### src/rtl/serial_fs_sub_pkg.sv
// ---------------------------------------------------------------------------
// serial_fs_sub_pkg
//
// Purpose:
//   Shared types and elaboration-time helpers for the digit-serial subtractor.
//   Holds the controller state encoding and the functions that derive the
//   number of RUN steps and the step-counter width from WIDTH and DIGIT.
//
// Contents:
//   state_e             controller state, 2-bit encoding {IDLE, RUN, DONE}
//   calcNstep()         WIDTH / DIGIT, the number of slices per operation
//   calcCountWidth()    clog2(NSTEP), never smaller than one bit
// ---------------------------------------------------------------------------
package serial_fs_sub_pkg;

  typedef enum logic [1:0] {
    IDLE = 2'd0,
    RUN  = 2'd1,
    DONE = 2'd2
  } state_e;

  // Number of DIGIT-bit slices that make up one WIDTH-bit operand.
  function automatic int calcNstep(input int width, input int digit);
    return width / digit;
  endfunction

  // The step counter only has to reach NSTEP-1; a single-step build still
  // keeps a one-bit counter so the datapath never sees a zero-width vector.
  function automatic int calcCountWidth(input int width, input int digit);
    int nStep;
    nStep = calcNstep(width, digit);
    if (nStep <= 1) begin
      return 1;
    end
    return $clog2(nStep);
  endfunction

endpackage

### src/rtl/serial_fs_sub_fs_digit.sv
// ---------------------------------------------------------------------------
// fs_digit
//
// Purpose:
//   Purely combinational DIGIT-bit ripple subtractor built from full-subtractor
//   cells. Computes {bout, d_slice} = a_slice - b_slice - bin.
//
// Ports:
//   a_slice  in   DIGIT  minuend slice
//   b_slice  in   DIGIT  subtrahend slice
//   bin      in   1      borrow into the least significant cell
//   d_slice  out  DIGIT  difference slice
//   bout     out  1      borrow out of the most significant cell
// ---------------------------------------------------------------------------
module fs_digit #(
  parameter int DIGIT = 4
) (
  input  logic [DIGIT-1:0] a_slice,
  input  logic [DIGIT-1:0] b_slice,
  input  logic             bin,
  output logic [DIGIT-1:0] d_slice,
  output logic             bout
);

  // borrowChain[i] is the borrow entering cell i; the extra top entry is the
  // borrow leaving the slice.
  logic [DIGIT:0] borrowChain;

  assign borrowChain[0] = bin;

  // A full-subtractor cell borrows when the minuend bit is 0 and the
  // subtrahend bit is 1, or when the two bits are equal and a borrow arrives.
  for (genvar i = 0; i < DIGIT; i++) begin : gCell
    assign d_slice[i]       = a_slice[i] ^ b_slice[i] ^ borrowChain[i];
    assign borrowChain[i+1] = (~a_slice[i] & b_slice[i])
                            | (~(a_slice[i] ^ b_slice[i]) & borrowChain[i]);
  end

  assign bout = borrowChain[DIGIT];

endmodule

### src/rtl/serial_fs_sub.sv
// ---------------------------------------------------------------------------
// serial_fs_sub
//
// Purpose:
//   Multi-cycle subtractor computing diff = a - b - bin over WIDTH bits,
//   DIGIT bits per clock, least significant slice first. The borrow between
//   slices is carried in a register, so one small fs_digit slice is reused
//   NSTEP = WIDTH/DIGIT times per operation. Operands are accepted and the
//   result is delivered over valid/ready handshakes.
//
// Parameters:
//   WIDTH  operand/result width, must be a multiple of DIGIT
//   DIGIT  bits processed per RUN cycle, 1 <= DIGIT <= WIDTH
//
// Ports:
//   clk        in   1      rising-edge clock
//   rst_n      in   1      asynchronous active-low reset
//   in_valid   in   1      operands present
//   in_ready   out  1      block can accept operands (IDLE)
//   a          in   WIDTH  minuend
//   b          in   WIDTH  subtrahend
//   bin        in   1      borrow-in
//   out_valid  out  1      result present (DONE)
//   out_ready  in   1      consumer takes result
//   diff       out  WIDTH  difference, modulo 2^WIDTH
//   bout       out  1      borrow-out of the most significant slice
//   busy       out  1      high in RUN or DONE
//
// Build option:
//   SERIAL_FS_SUB_SAT_EN  when defined, a result that borrows out is clamped
//                         to zero (bout still reads 1); handshake timing is
//                         unchanged.
// ---------------------------------------------------------------------------
module serial_fs_sub
  import serial_fs_sub_pkg::*;
#(
  parameter int WIDTH = 16,
  parameter int DIGIT = 4
) (
  input  logic             clk,
  input  logic             rst_n,
  input  logic             in_valid,
  output logic             in_ready,
  input  logic [WIDTH-1:0] a,
  input  logic [WIDTH-1:0] b,
  input  logic             bin,
  output logic             out_valid,
  input  logic             out_ready,
  output logic [WIDTH-1:0] diff,
  output logic             bout,
  output logic             busy
);

  localparam int NSTEP = calcNstep(WIDTH, DIGIT);
  localparam int CW    = calcCountWidth(WIDTH, DIGIT);
  localparam logic [CW-1:0] LAST_STEP = CW'(NSTEP - 1);

  state_e state_q, state_d;

  logic [WIDTH-1:0] aReg_q, aReg_d;
  logic [WIDTH-1:0] bReg_q, bReg_d;
  logic             borrow_q, borrow_d;
  logic [CW-1:0]    count_q, count_d;
  logic [WIDTH-1:0] shiftReg_q, shiftReg_d;
  logic [WIDTH-1:0] diff_q, diff_d;
  logic             bout_q, bout_d;

  logic [DIGIT-1:0] aSlice;
  logic [DIGIT-1:0] bSlice;
  logic [DIGIT-1:0] dSlice;
  logic             brwNext;
  logic [WIDTH-1:0] shiftNext;
  logic [WIDTH-1:0] diffFinal;
  logic             lastStep;

  // The slice under work is selected by the step counter, so the operand
  // registers stay untouched for the whole operation.
  assign aSlice   = aReg_q[int'(count_q)*DIGIT +: DIGIT];
  assign bSlice   = bReg_q[int'(count_q)*DIGIT +: DIGIT];
  assign lastStep = (count_q == LAST_STEP);

  fs_digit #(
    .DIGIT(DIGIT)
  ) uDigit (
    .a_slice(aSlice),
    .b_slice(bSlice),
    .bin    (borrow_q),
    .d_slice(dSlice),
    .bout   (brwNext)
  );

  // New slices enter from the MSB side so that, after NSTEP shifts, slice 0
  // ends up at the LSB. A single-step build has nothing to shift.
  if (NSTEP == 1) begin : gOneStep
    assign shiftNext = dSlice;
  end else begin : gMultiStep
    assign shiftNext = {dSlice, shiftReg_q[WIDTH-1:DIGIT]};
  end

  // The completed difference, optionally clamped when the whole operation
  // borrows out of the top slice.
`ifdef SERIAL_FS_SUB_SAT_EN
  assign diffFinal = brwNext ? '0 : shiftNext;
`else
  assign diffFinal = shiftNext;
`endif

  // State register: asynchronous reset forces IDLE immediately, which also
  // drops out_valid and busy without waiting for a clock.
  always_ff @(posedge clk or negedge rst_n) begin
    if (!rst_n) begin
      state_q <= IDLE;
    end else begin
      state_q <= state_d;
    end
  end

  // Next-state logic: accept in IDLE, step through NSTEP slices in RUN, and
  // hold the result in DONE until the consumer takes it.
  always_comb begin
    state_d = state_q;
    case (state_q)
      IDLE: if (in_valid) state_d = RUN;
      RUN:  if (lastStep) state_d = DONE;
      DONE: if (out_ready) state_d = IDLE;
      default: state_d = IDLE;
    endcase
  end

  // Handshake outputs decode directly from the state register.
  always_comb begin
    in_ready  = (state_q == IDLE);
    out_valid = (state_q == DONE);
    busy      = (state_q == RUN) || (state_q == DONE);
  end

  // Datapath next-state: operands and the incoming borrow are captured on
  // acceptance; each RUN cycle advances the borrow and shift registers. The
  // visible result registers only change on the final step, so a partial
  // result is never exposed and the previous result is held until then.
  always_comb begin
    aReg_d     = aReg_q;
    bReg_d     = bReg_q;
    borrow_d   = borrow_q;
    count_d    = count_q;
    shiftReg_d = shiftReg_q;
    diff_d     = diff_q;
    bout_d     = bout_q;
    case (state_q)
      IDLE: begin
        if (in_valid) begin
          aReg_d   = a;
          bReg_d   = b;
          borrow_d = bin;
          count_d  = '0;
        end
      end
      RUN: begin
        borrow_d   = brwNext;
        shiftReg_d = shiftNext;
        if (lastStep) begin
          diff_d  = diffFinal;
          bout_d  = brwNext;
          count_d = '0;
        end else begin
          count_d = count_q + 1'b1;
        end
      end
      default: begin
      end
    endcase
  end

  // Datapath registers, all cleared by the asynchronous reset.
  always_ff @(posedge clk or negedge rst_n) begin
    if (!rst_n) begin
      aReg_q     <= '0;
      bReg_q     <= '0;
      borrow_q   <= 1'b0;
      count_q    <= '0;
      shiftReg_q <= '0;
      diff_q     <= '0;
      bout_q     <= 1'b0;
    end else begin
      aReg_q     <= aReg_d;
      bReg_q     <= bReg_d;
      borrow_q   <= borrow_d;
      count_q    <= count_d;
      shiftReg_q <= shiftReg_d;
      diff_q     <= diff_d;
      bout_q     <= bout_d;
    end
  end

  assign diff = diff_q;
  assign bout = bout_q;

endmodule

### config.mk
export PLATFORM = sky130hd
export DESIGN_NAME = serial_fs_sub
export DESIGN_NICKNAME = d
export VERILOG_FILES = /design/src/rtl/serial_fs_sub_pkg.sv /design/src/rtl/serial_fs_sub_fs_digit.sv /design/src/rtl/serial_fs_sub.sv
export SDC_FILE = /design/constraint.sdc
export NUM_CORES = 1
export LEC_CHECK = 0
export BUFFER_PORTS_ARGS = -buffer_cell sky130_fd_sc_hd__buf_2
export CAP_MARGIN = 10
export CORE_MARGIN = 1.5
export CORE_UTILIZATION = 25
export CTS_BUF_LIST = sky130_fd_sc_hd__clkbuf_16
export CTS_CLUSTER_SIZE = 20
export DETAILED_ROUTE_END_ITERATION = 8
export HOLD_SLACK_MARGIN = 0.1
export PLACE_DENSITY = 0.47
export SLEW_MARGIN = 0
export SYNTH_ARGS = -nofsm -noshare
export SYNTH_HDL_FRONTEND = slang
export SYNTH_SLANG_ARGS = --single-unit
### constraint.sdc
create_clock -name clk -period 3.9 [get_ports clk]
set_input_delay 0.39 -clock clk [delete_from_list [all_inputs] [get_ports clk]]
set_output_delay 0.39 -clock clk [all_outputs]
set_load 0.01 [all_outputs]
-- Word level (Yosys, flattened, before mapping)
Index checks and enable logic that the tools add are counted.
- add/sub/neg operators: 1
- multiplexer cells: 9
- shift operators: 2
- div/mod/pow operators: 0
- multipliers: 0
- bitwise operators: 28
- reductions and logical operators: 7
- eq/ne operators: 6
- $lt $le $gt $ge: 0
- operator list (operator ; count):
    $shiftx A16 B5 Y4 ; 2
    $mux W2 ; 5
    $and A1 B1 Y1 ; 8
    $not A1 Y1 ; 8
    $xor A1 B1 Y1 ; 8
    $pmux W2 S3 ; 1
    $reduce_and A2 Y1 ; 3
    $eq A2 B2 Y1 const B ; 2
    $ne A2 B2 Y1 const B ; 2
    $or A1 B1 Y1 ; 4
    $pmux W2 S2 ; 1
    $reduce_and A3 Y1 ; 1
    $add A2 B1 Y2 const B ; 1
    $eq A2 B1 Y1 const B ; 1
    $logic_not A2 Y1 ; 1
    $ne A2 B1 Y1 const B ; 1
    $pmux W1 S2 ; 1
    $reduce_bool A2 Y1 ; 1
    $logic_or A1 B1 Y1 ; 1
    $mux W1 ; 1
- output and inout port bits: 20
- bits in latches: 0
- word-level logic and storage cells: 61
- register bits after elaboration: 70
- memories kept: 0
- RAM bits: 0
- ROM bits: 0
- input bits: 37

-- Depth between registers and ports, before layout
- word-level depth: 12
- mapped depth: 11
- mapped depth without buffers: 10

-- Hierarchy
Synthesis repeated with hierarchy kept, for this count alone.
- cells, all modules: 184
- area total of the unflattened synthesis: 3016.6 um^2
- modules (own cells, without submodules) (module ; seq. area each (um^2) ; cells an instance ; area each (um^2) ; instances):
    serial_fs_sub ; 1651.6 ; 170 ; 2899.0 ; 1
    fs_digit ; 0.0 ; 14 ; 117.6 ; 1

-- Least setup slack after synthesis
OpenSTA, ideal clock, no wires.
- path type: reg-to-reg
- from: register count_q[0]
- to: register diff_q[15], in the netlist diff[15]
- arrival time: 2.603 ns
- cell stages (with the launch flop): 10
- library setup time: 0.128 ns
- path buffers: 0
- data required time: 3.772 ns
- period minus slack after synthesis: 2.731 ns
- slack: 1.169 ns
- cells stage by stage: dfrtp_1 mux4_2 inv_1 fa_1 inv_1 fa_1 fa_1 inv_1 fa_1 mux2_1
- longest elaborated chain between the ends: 10
- elaborated cells on any way between the ends: 24
- classes of those cells: eq/ne: 1; shift: 2; bitwise: 20; reduce/logical: 1
- ends and longest elaborated chain (item ; line ; RTL):
    start, declared ; serial_fs_sub.sv:63 ; logic [CW-1:0] count_q, count_d;
    start signal, assigned ; serial_fs_sub.sv:188 ; count_q <= count_d;
    $shiftx A16 B5 Y4, on equally long branches ; serial_fs_sub.sv:78, serial_fs_sub.sv:79 ;
    $xor A1 B1 Y1 ; serial_fs_sub_fs_digit.sv:36 ; | (~(a_slice[i] ^ b_slice[i]) & borrowChain[i]);
    $not A1 Y1 ; serial_fs_sub_fs_digit.sv:36 ;
    $and A1 B1 Y1 ; serial_fs_sub_fs_digit.sv:36 ;
    $or A1 B1 Y1 ; serial_fs_sub_fs_digit.sv:36 ;
    $and A1 B1 Y1 ; serial_fs_sub_fs_digit.sv:36 ;
    $or A1 B1 Y1 ; serial_fs_sub_fs_digit.sv:36 ;
    $and A1 B1 Y1 ; serial_fs_sub_fs_digit.sv:36 ;
    $or A1 B1 Y1 ; serial_fs_sub_fs_digit.sv:36 ;
    $xor A1 B1 Y1 * ; serial_fs_sub_fs_digit.sv:34 ; assign d_slice[i] = a_slice[i] ^ b_slice[i] ^ borrowChain[i];
    net dSlice[3] ; serial_fs_sub.sv:70 ; logic [DIGIT-1:0] dSlice;
    end signal, assigned ; serial_fs_sub.sv:190 ; diff_q <= diff_d;
    end, declared ; serial_fs_sub.sv:65 ; logic [WIDTH-1:0] diff_q, diff_d;
Mark *: on every way through the listed nets, which the timed path passes. The rest lies on a longest branch.
A chain may end at the register's enable or synchronous reset.

-- Final worst setup path
- from: register count_q[1]
- to: register diff_q[15], in the netlist diff[15]
Same word-level chain as after synthesis.

==> results.txt <==
The clock-pin slew on the worst setup and hold paths came out at 0.06 ns. The number of clock buffers added by TritonCTS is 9. The post-route clock skew is 0.00918 ns.

The final cell utilization of the core is 31.7%. Clock tree synthesis selected as its root buffer the cell clkbuf_16. Summed over all layers, the global routing overflow is 0. The maximum buffer depth of the clock tree is 2. Traced cell by cell, the critical path runs through mux4_2 > inv_1 > fa_1 > inv_1 > fa_1 > fa_1 > inv_1 > fa_1 > mux2_1. The number of sinks driven by the clock tree is 66. The post-route setup TNS came out at 0 ns. TritonCTS built the clock tree.

The number of DRC markers in iteration 0 is 84. The detail-routed net length per standard cell came out at 14.7 µm. The number of nets handed over by synthesis was 238.

OpenSTA, run right after detailed placement, puts the worst setup slack at 0.959 ns. The startpoint identified for the worst register-to-register timing path is count_q[1]. For the pin with the worst max-slew slack, the measured transition is 1.05 ns. The endpoint identified for the worst register-to-register timing path is diff[15]. The number of flip-flops and latches in the synthesized netlist is 66. The final period utilization came out at 75.0%. The wire length reported by the detailed router came out at 5910 µm. The nature of the critical path endpoint is a flop.

The clock period could shrink to 2.93 ns. The number of detailed-route iterations in the first pass is 3. The final RePlAce weighted congestion is 0.652. The final count of negative-setup-slack endpoints is 0. The final count of pins violating max slew was 0. A synthesized cell averages 15.6 µm². The relative slew slack is 29.6%. The core region is 11,600 µm². The startpoint of the worst setup timing path is count_q[1]. The post-cts sizing count is 0. The total via count in the routed design is 1,675. The largest single stage delay on the critical path is 0.63 ns. The power density normalized to cell area came out at 909 nW/µm². The cell count after synthesis came out at 193. The post-synthesis sequential area ratio came out at 54.7%. The number of different library cells used by synthesis comes to 26.

The number of nets in the finished design came out at 298. The number of antenna repair diodes is 0. The overall die width is 113 µm.

The number of antenna violations at the first check in global routing came out at 0. Setup repair after global routing left no endpoint under its margin. The area growth from synthesis to layout is 21.8%. The largest individual stage delay along the critical path comes from the cell dfrtp_1. The leakage power total is 1.80 nW. The number of top-level pins came out at 57.

The effective utilization at floorplan came out at 26.0%. The count of final hold-check violations is 0. In this run the tool buffered the top-level ports with 56 buffer cells. The final worst slack is 0.973 ns. The largest voltage drop on the vdd net came out at 0.351 mV. The count of antenna-violating nets left after detailed routing came out at 0. The critical path ends at diff[15]. The proportion of layout cells with a drive suffix above 1 is 48.1%. By area the synthesized netlist is led by dfrtp_1, mux2_4, mux4_2, mux2_2, mux2_1.

STA classifies the critical path startpoint as a flop. At the later pin of the worst-skew pair, clock insertion delay measures 0.33 ns. The detailed-route DRC error count is 0. After floorplanning, the core was divided into 39 placement rows. Along the worst path, the maximum fanout reaches 11. The worst hold path belongs to the class input pin to asynchronous set/reset pin. Global routing used 9.92% of the available tracks across all layers.

The area share of the largest cell type after synthesis came out at 54.7%. The dominant cell type by count on the critical path is fa_1. The number of global-route vias before repair was 1,756.

Entering global routing, the biggest net connects 41 pins. The worst reg-to-reg setup slack is 0.97 ns. The critical path is of the flop to flop type. The post-synthesis cell area came out at 3020 µm². The worst endpoint data arrival time is 3.13 ns. The flow ran to the end, and the final reports show no timing, DRC or antenna violations. Timing would allow up to 0.342 GHz. The count of cells along the worst register-to-register path came out at 9.

The biggest area contributor in the post-synthesis netlist is dfrtp_1. Using the TritonRoute via totals, the vias-per-cell ratio works out to 4.18. The die covers 12,700 µm². The number of warnings printed during yosys synthesis came out at 0. The number of buffers inserted by post-CTS setup repair came out at 0. The first-pass GRT wire length came out at 9480 µm. After legalization and detailed placement, the total HPWL measured 4200 µm. The critical path required time came out at 4.11 ns. The number of H-tree levels is 3. Buffers inserted to repair hold after CTS numbered 0. The vertical extent of the die came out at 113 µm. The reported max-cap violation count came out at 0.
## metrics by stage
step	area [µm²]	hold WS, ns	power (W)	cells
CTS	3680	0.220	0.00341	401
global route	3680	0.258	0.00359	401
global placement	3420	0.463	0.00267	385
detailed placement	3420	0.475	0.00271	385
finish	3680	0.195	0.00334	401
floorplan	3020	0.0944	0.00230	193
## metal layers
metal | GRT usage (%) | part of all wire, % | vias to the layer above
met1 | 13.7 | 50 | 810
li1 | - | - | 805
met4 | 3.75 | 1.2 | 0
met3 | 4.45 | 6.4 | 10
met5 | 0 | 0 | -
met2 | 13.6 | 42 | 50
## where the power goes
group,switching [W],internal [W],leakage (nW)
Combinational,0.000602,0.000815,0.867
Clock,0.000268,0.000415,0.134
Sequential,0.000207,0.00103,0.794
Total,0.00108,0.00226,1.80
## cell usage after synthesis
cell type and instances:
a21oi_1 1, mux2_2 15, nor3b_1 1, o211a_1 1
mux4_2 8, dfrtp_1 66, nand3_1 1, mux2_1 10
inv_1 12, nor2_1 3, fa_1 4, o21ai_0 8
nand2_1 6, nand2b_1 2, buf_2 4, nand2_2 1
nor2b_1 1, ha_1 4, mux2i_1 4, a32oi_1 2
clkbuf_1 1, o211ai_1 1, mux2_4 30, a31oi_1 2
buf_4 1, buf_6 4
## flip-flops by register name, summed over array words and instances, names as in the netlist
| signal | cells |
|---|---|
| diff | 16 |
| bReg_q | 16 |
| bout | 1 |
| state_q | 2 |
| aReg_q | 16 |
| count_q | 2 |
| shiftReg_q | 12 |
| borrow_q | 1 |
## cells by family after synthesis
logic type / count (synthesis) / share of synthesized area (%)
and+or+nand+nor: 15 / 2.36
muxes: 67 / 31.5
adders and majority gates: 8 / 4.31
DFF: 66 / 54.7
buffers and inverters: 22 / 4.02
AOI/OAI and AO/OA: 15 / 3.07
## cells in the final DEF, fill, tap and decap left out, drive strengths merged, types with 2 or more instances in the layout
master and instances:
dfrtp 66, fa 4, mux4 8, mux2 55, clkbuf 9, ha 4, o21ai 8, a32oi 2
a31oi 2, clkinv 5, nand2 7, nand2b 2, nor2 3, mux2i 4, buf 59, inv 14
## layout make-up
cell class	count	area [µm²]
Clock inverter	7	28.8
Multi-Input combinational cell	105	1250
Timing Repair Buffer	59	303
Clock buffer	9	225
Tap cell	143	179
Fill cell	1167	7940
Sequential cell	66	1650
Inverter	12	45.0
## critical path: cells and delay by family (launching register included)
family                   cells  cell delay (ns)
adder cells (fa/ha/maj)      4             1.30
flip-flops                   1             0.63
buffers and inverters        3             0.21
multiplexers                 2             0.66
## how the worst min path moves through the flow
stage | endpoint | slack (ns)
2_1_floorplan | aReg_q[0] | 0.09
3_3_place_gp | bout | 0.46
3_5_place_dp | diff[0] | 0.48
4_1_cts | state_q[0] | 0.22
5_1_grt | state_q[0] | 0.26
6_report | state_q[0] | 0.20
Power figures use the tool's default switching activity.
